--- src/rtl/turbo_sched_pkg.sv ---
// Shared types and helpers for the turbo half-iteration scheduler.
package turbo_sched_pkg;

  typedef enum logic [2:0] {
    S_IDLE,
    S_START,
    S_RUN,
    S_OUT_WAIT,
    S_DONE
  } sched_state_t;

  typedef logic [15:0] frame_cnt_t;

  // Bits needed to hold the values 0..x; never less than one bit.
  function automatic int cnt_w(input int x);
    return (x < 1) ? 1 : $clog2(x + 1);
  endfunction

endpackage

--- src/rtl/turbo_sched_watchdog.sv ---
// Per-pass watchdog: cleared when a pass starts, counts while the pass runs,
// flags expiry once the count reaches TIMEOUT-1.
module turbo_sched_watchdog
  import turbo_sched_pkg::*;
#(
  parameter int TIMEOUT = 1024
) (
  input  logic clk,
  input  logic rst,
  input  logic i_clear,
  input  logic i_enable,
  output logic o_expire
);

  localparam int CW = cnt_w(TIMEOUT - 1);
  localparam logic [CW-1:0] LAST = CW'(TIMEOUT - 1);

  logic [CW-1:0] r_count;

  // Pass-cycle counter; holds at the last value so it never wraps.
  // NOTE: sequential state uses non-blocking assignments so every flop samples pre-edge values.
  always_ff @(posedge clk or posedge rst) begin
    if (rst) begin
      r_count <= '0;
    end else if (i_clear) begin
      r_count <= '0;
    end else if (i_enable && !o_expire) begin
      r_count <= r_count + 1'b1;
    end
  end

  assign o_expire = (r_count == LAST);

endmodule

--- src/rtl/turbo_half_iter_sched.sv ---
// Turbo decoder half-iteration scheduler: accepts a frame, issues one SISO
// start per half-iteration with alternating ordering, stops on the iteration
// limit (or on convergence when TURBO_EARLY_STOP_EN is defined), guards each
// pass with a watchdog and hands the frame off when the output buffer is free.
module turbo_half_iter_sched
  import turbo_sched_pkg::*;
#(
  parameter int N         = 8,
  parameter int TAIL_BITS = 2,
  parameter int HALF_ITER = 1,
  parameter int TIMEOUT   = 1024
) (
  input  logic                            clk,
  input  logic                            rst,
  input  logic                            in_valid,
  output logic                            in_ready,
  output logic                            siso_start,
  output logic                            siso_interleaved,
  output logic [cnt_w(N+TAIL_BITS)-1:0]   siso_len,
  input  logic                            siso_done,
  input  logic                            hd_change,
  input  logic                            out_ready,
  output logic                            out_valid,
  output logic                            out_deinterleave,
  output logic [cnt_w(HALF_ITER)-1:0]     half_count,
  output logic                            timeout_err,
  output logic [15:0]                     frame_count
);

  localparam int HC_W  = cnt_w(HALF_ITER);
  localparam int LEN_W = cnt_w(N + TAIL_BITS);

  sched_state_t    r_state;
  sched_state_t    w_next;
  logic [HC_W-1:0] r_half;
  logic [HC_W-1:0] w_half_next;
  logic            r_inter;
  logic            r_timeout;
  frame_cnt_t      r_frames;
  logic            w_expire;
  logic            w_stop;

  turbo_sched_watchdog #(.TIMEOUT(TIMEOUT)) u_watchdog (
    .clk      (clk),
    .rst      (rst),
    .i_clear  (r_state == S_START),
    .i_enable (r_state == S_RUN),
    .o_expire (w_expire)
  );

  assign w_half_next = r_half + 1'b1;

  // Decide whether the pass that just completed is the last one of the frame.
  // NOTE: every always_comb output gets a default first so no latch can be inferred.
  always_comb begin
    w_stop = (w_half_next == HC_W'(HALF_ITER));
`ifdef TURBO_EARLY_STOP_EN
    if (!hd_change && (32'(w_half_next) >= 2) && !w_half_next[0]) begin
      w_stop = 1'b1;
    end
`endif
  end

`ifndef TURBO_EARLY_STOP_EN
  logic w_unused_hd;
  assign w_unused_hd = hd_change;
`endif

  // State register.
  always_ff @(posedge clk or posedge rst) begin
    if (rst) r_state <= S_IDLE;
    else     r_state <= w_next;
  end

  // Next-state decode; a done in the expiry cycle wins over the timeout.
  always_comb begin
    w_next = r_state;
    case (r_state)
      S_IDLE:     if (in_valid) w_next = S_START;
      S_START:    w_next = S_RUN;
      S_RUN: begin
        if (siso_done)     w_next = w_stop ? S_OUT_WAIT : S_START;
        else if (w_expire) w_next = S_OUT_WAIT;
      end
      S_OUT_WAIT: if (out_ready) w_next = S_DONE;
      S_DONE:     w_next = S_IDLE;
      default:    w_next = S_IDLE;
    endcase
  end

  // Per-frame bookkeeping: pass count, ordering, timeout flag, frame counter.
  always_ff @(posedge clk or posedge rst) begin
    if (rst) begin
      r_half    <= '0;
      r_inter   <= 1'b0;
      r_timeout <= 1'b0;
      r_frames  <= '0;
    end else begin
      case (r_state)
        S_IDLE: begin
          if (in_valid) begin
            r_half    <= '0;
            r_inter   <= 1'b0;
            r_timeout <= 1'b0;
          end
        end
        S_RUN: begin
          if (siso_done) begin
            r_half <= w_half_next;
            if (!w_stop) r_inter <= ~r_inter;
          end else if (w_expire) begin
            r_timeout <= 1'b1;
          end
        end
        S_DONE:  r_frames <= r_frames + 1'b1;
        default: ;
      endcase
    end
  end

  assign in_ready         = (r_state == S_IDLE);
  assign siso_start       = (r_state == S_START);
  assign siso_interleaved = r_inter;
  assign siso_len         = LEN_W'(N + TAIL_BITS);
  assign out_valid        = (r_state == S_DONE);
  assign out_deinterleave = (r_state == S_DONE) & r_inter;
  assign half_count       = r_half;
  assign timeout_err      = r_timeout;
  assign frame_count      = r_frames;

endmodule

--- config.mk ---
export PLATFORM = sky130hd
export DESIGN_NAME = turbo_half_iter_sched
export DESIGN_NICKNAME = d
export VERILOG_FILES = /design/src/rtl/turbo_sched_pkg.sv /design/src/rtl/turbo_sched_watchdog.sv /design/src/rtl/turbo_half_iter_sched.sv
export SDC_FILE = /design/constraint.sdc
export NUM_CORES = 1
export LEC_CHECK = 0
export CAP_MARGIN = 20
export CORE_ASPECT_RATIO = 1.25
export CORE_UTILIZATION = 54
export DETAILED_ROUTE_END_ITERATION = 12
export HOLD_SLACK_MARGIN = 0.02
export PLACE_DENSITY_LB_ADDON = 0.08
export RECOVER_POWER = 25
export SLEW_MARGIN = 10
export SYNTH_ARGS = -nofsm -noshare
export SYNTH_HDL_FRONTEND = slang
export SYNTH_SLANG_ARGS = --single-unit
--- constraint.sdc ---
create_clock -name clk -period 2.8 [get_ports clk]
set_input_delay 0.42 -clock clk [delete_from_list [all_inputs] [get_ports clk]]
set_output_delay 0.42 -clock clk [all_outputs]
set_load 0.02 [all_outputs]
# Word level (Yosys, flattened, before mapping)
# Index checks and enable logic that the tools add are counted.
# totals
ramBits	0
mem_count	0
romBits	0
register_bits	32
latch_bits	0
# classes
eq_ne	12
n_div	0
n_bitwise	2
reduce_logical	9
mux	17
n_shift	0
n_mul	0
addsub	3
magnitude_cmp	0
# op_table
op	count
$mux 10	2
$add 16x1->16 const B	1
$mux 3	4
$ne 2x2->1 const B	6
$pmux 3 s4	1
$add 10x1->10 const B	1
$eq 10x10->1 const B	1
$reduce_and 4->1	2
$eq 3x2->1 const B	2
$mux 1	6
$pmux 1 s2	3
$reduce_and 3->1	2
$reduce_bool 2->1	2
$eq 3x1->1 const B	1
$eq 3x3->1 const B	1
$logic_not 3->1	1
$ne 3x3->1 const B	1
$mux 2	1
$add 1x1->1 const B	1
$and 1x1->1	1
$logic_and 1x1->1	1
$logic_not 1->1	1
$not 1->1	1

# Logic depth before layout (Yosys ltp)
# logic_depth
ltp_word	5
mapped_depth	6
ltp_nobuf	5

# By module
# A second synthesis with hierarchy kept.
# unflattened
hier_cells	172
hier_area_um2	1727.9
# by_module_without_submodules
mod	n_inst	cells_per_inst	seq_area_each_um2	area_each_um2
turbo_half_iter_sched	1	106	550.5	1092.3
turbo_sched_watchdog	1	66	250.2	635.6

# Worst setup path after synthesis
# No wires, ideal clock.
# synth_timing
path_type	register to output
from	register r_state[0]
to	output port out_deinterleave
n_path_buf	0
path_stages_with_launch	4
slack_ps	1119
arrival_ps	1261
cell_sequence	dfrtp_1 -> or3b_4 -> clkinv_2 -> and2_1
# synth_between
elab_chain_cells	2
# synth_lines
item	line_no	rtl
from (decl)	turbo_half_iter_sched.sv:33	sched_state_t r_state;
from (signal assigned)	turbo_half_iter_sched.sv:72	else r_state <= w_next;
$eq 3x3->1	--	
net out_valid	turbo_half_iter_sched.sv:23	output logic out_valid,
$and 1x1->1	turbo_half_iter_sched.sv:126	assign out_deinterleave = (r_state == S_DONE) & r_inter;
to (decl)	turbo_half_iter_sched.sv:24	output logic out_deinterleave,
# The timed path passes the listed nets, and every way through them passes these cells.

# Worst setup path in the final report
# layout_timing
from	register r_state[0]
to	output port out_deinterleave
# layout_between
elab_chain_cells	2
# layout_lines
item	line_no
$eq 3x3->1	turbo_half_iter_sched.sv:126
$and 1x1->1	turbo_half_iter_sched.sv:126
# No other way between the ends.

==> summary.txt <==
Outcome
  – Status: finished, violations left
  – Failing checks: max-capacitance violations, max-slew violations

Hold path
  – Worst Hold Class: flip-flop to flip-flop
  – Beginning of the worst hold path: frame_count[15]

Setup path
  – Crit path launch: r_state[0]
  – Crit. End Element: output port
  – Crit path required time: ~2.4 ns
  – Worst setup SP type: flip-flop
  – Critical-path maximum fanout: 8
  – Worst EP arrival: 2.12 ns
  – Kind of critical path: flip-flop to output port
  – R2R setup slack: ~0.99 ns
  – Reg2reg start: r_state[0]

Synthesis
  – Cell count after synthesis: between 150 and 200
  – Primary FF master, synth: dfrtp_1
  – Synthesis-stage register bit count: 32
  – Yosys warns: 0
  – Synth async-reset ratio: 100%
  – Syn Area/Cell: 10.1 µm²
  – Sequential area share after synthesis: 48.7%
  – Post-synth EDFFs: 0
  – Post-Synthesis Cell Area: 1640 µm²
  – Unique masters post-synth: 45

Clocking
  – PostCTS Resize Cnt: 0
  – H-tree levels: 2
  – Longest Clk Path Bufs: 2
  – Insertion delay to the later sink of the worst-skew pair: between 0.3 and 0.4 ns
  – Clock Sink Count: 32
  – CTS clk-pin slew, worst paths: approximately 0.10 ns
  – Post-CTS setup buffer count: 0
  – Clock root buffer: clkbuf_4
  – Hold_buf cts: 0
  – CTS tree: built
  – Number of CTS-inserted buffers: 5

Drt
  – Detail Route Antenna Nets: 0
  – Vias per cell: 5.71
  – Drt pass-1 iters: 4
  – DRC viols: 0
  – Vias post-DR: 1,320
  – Drt wl/cell: 14.0 µm
  – Iteration-0 DRC Markers: between 40 and 50
  – Post-Route WL: 3240 µm

Global route
  – Largest net degree at the start of global routing: 33
  – Gr ovfl total: 0
  – Initial antenna violation count: 0
  – Number of global-route vias before repair: 1,330
  – First-pass GRT wire length: 5730 µm
  – Tot GR Track Use: 24.1%

Power and ir drop
  – Leak pwr: 0.000892 µW
  – Power consumption: 1360 µW
  – Cell Pwr Density: about 700 nW/µm²
  – VDD IR max: 0.000545 V

Floorplan
  – Site Rows: 22
  – Vert. Die Dim: between 60 and 70 µm
  – DIE WIDTH: a little over 50 µm
  – Initial Utilization: 56.3%
  – Total die area: 3270 µm²
  – CORE AREA: 2920 µm²
  – IO Pins: 33

Place
  – I/O Buffers: 27
  – RePlAce Congestion: 0.798
  – DP Wirelength: 2380 µm

Timing
  – Final Slew Violations: 33
  – RSZ-0062 raised after global routing: no
  – Fin crit share: 90.8%
  – Final Hold Fails: 0
  – Relative slew slack: -13.3%
  – # setup viols final: 0
  – Minimum clock period: around 2.5 ns
  – Slew @ Worst Pin: 1.70 ns
  – Final setup skew: ~0.0092 ns
  – Setup TNS: 0 ns
  – Max frequency: 393 MHz

Layout
  – Seq. cell area: 801 µm²
  – Area of the multi-input gates: 788 µm²
  – N_diodes: 0
  – Most common cell after layout, fill and taps aside: dfrtp_1
  – Commonest cells after routing, fill and taps aside: 32 x dfrtp_1, 26 x clkdlybuf4s50_1, 18 x nand2_1
  – Layout cells sized above 1: 8.21%
  – Layout Nets: 203
  – FILL cells: 251
  – Area Growth Syn to Fin: 20.8%

Run
  – Max Cap Viol: 1
## through the flow
step / utilization [%] / std cells / area [µm²] / hold WS (ns) / setup WS, ns
after floorplan: - / 165 / 1650 / 0.462 / 1.12
after global placement: 66.6 / 224 / 1940 / 0.456 / 0.631
after detailed placement: 66.6 / 224 / 1940 / 0.457 / 0.617
after CTS: 68.2 / 231 / 1990 / 0.466 / 0.235
after global routing: 68.1 / 231 / 1990 / 0.500 / 0.170
final: 68.1 / 231 / 1990 / 0.468 / 0.258
## where the power goes
part | leakage, µW | switching (µW) | internal, µW
registers | 0.000436 | 87.6 | 529
clock network | 0.0000281 | 154 | 92.4
logic | 0.000429 | 282 | 217
## Yosys cell counts (all sizes together), types with 5 or more instances
cell	n	area, µm²
a21oi	6	30.0
buf	5	35.0
dfrtp	32	801
inv	5	18.8
nand2	18	67.6
nand3	13	70.1
nor2	13	51.3
nor3	6	35.0
xnor2	8	70.1
xor2	7	61.3
## metal layers
metal | GRT usage [%] | wire, µm | vias to the layer above | share of wire (%)
li1 | - | - | 641 | -
met1 | 25.0 | 1290 | 633 | 40
met2 | 43.4 | 1750 | 36 | 54
met3 | 7.49 | 131 | 10 | 4.0
met4 | 9.80 | 74 | 0 | 2.3
met5 | 0 | 0 | - | 0
## path summary, 6_finish.rpt
path,to,cells past startpoint
worst min register to register,frame_count[15],1
min in group asynchronous,r_state[0],3
max in group asynchronous,u_watchdog.r_count[9],3
worst max-delay path,out_deinterleave,4
worst max register to register,u_watchdog.r_count[4],4
worst min-delay path,frame_count[15],1
## critical path: stages (launching register included)
cell and delay, ns:
dfrtp_1 0.48, or3b_4 0.47, clkinv_2 0.12, and2_1 0.13, clkdlybuf4s50_1 0.59
## sequential cells by signal, summed over array words and instances, names as in the netlist
signal,cells
timeout_err,1
u_watchdog.r_count,10
r_state,3
half_count,1
frame_count,16
siso_interleaved,1
## kinds of logic after synthesis
family	after synthesis	share of synthesized area (%)
other	2	0.457
AND/OR/NAND/NOR	71	24.0
adder cells (fa/ha/maj)	2	1.52
flip-flops	32	48.7
XOR/XNOR	15	7.99
AO/OA/AOI/OAI	25	11.0
buffers and inverters	12	3.80
multiplexers	4	2.51
## final cells by class
cell class	count	area share [%]
inverters	6	1.20
flip-flops and latches	32	40.3
multi-input cells	121	39.7
well taps	36	2.27
repair buffers	29	14.2
clock inverters	1	0.252
clock buffers	6	2.08
Note: power is estimated with default switching activity, not from simulation.
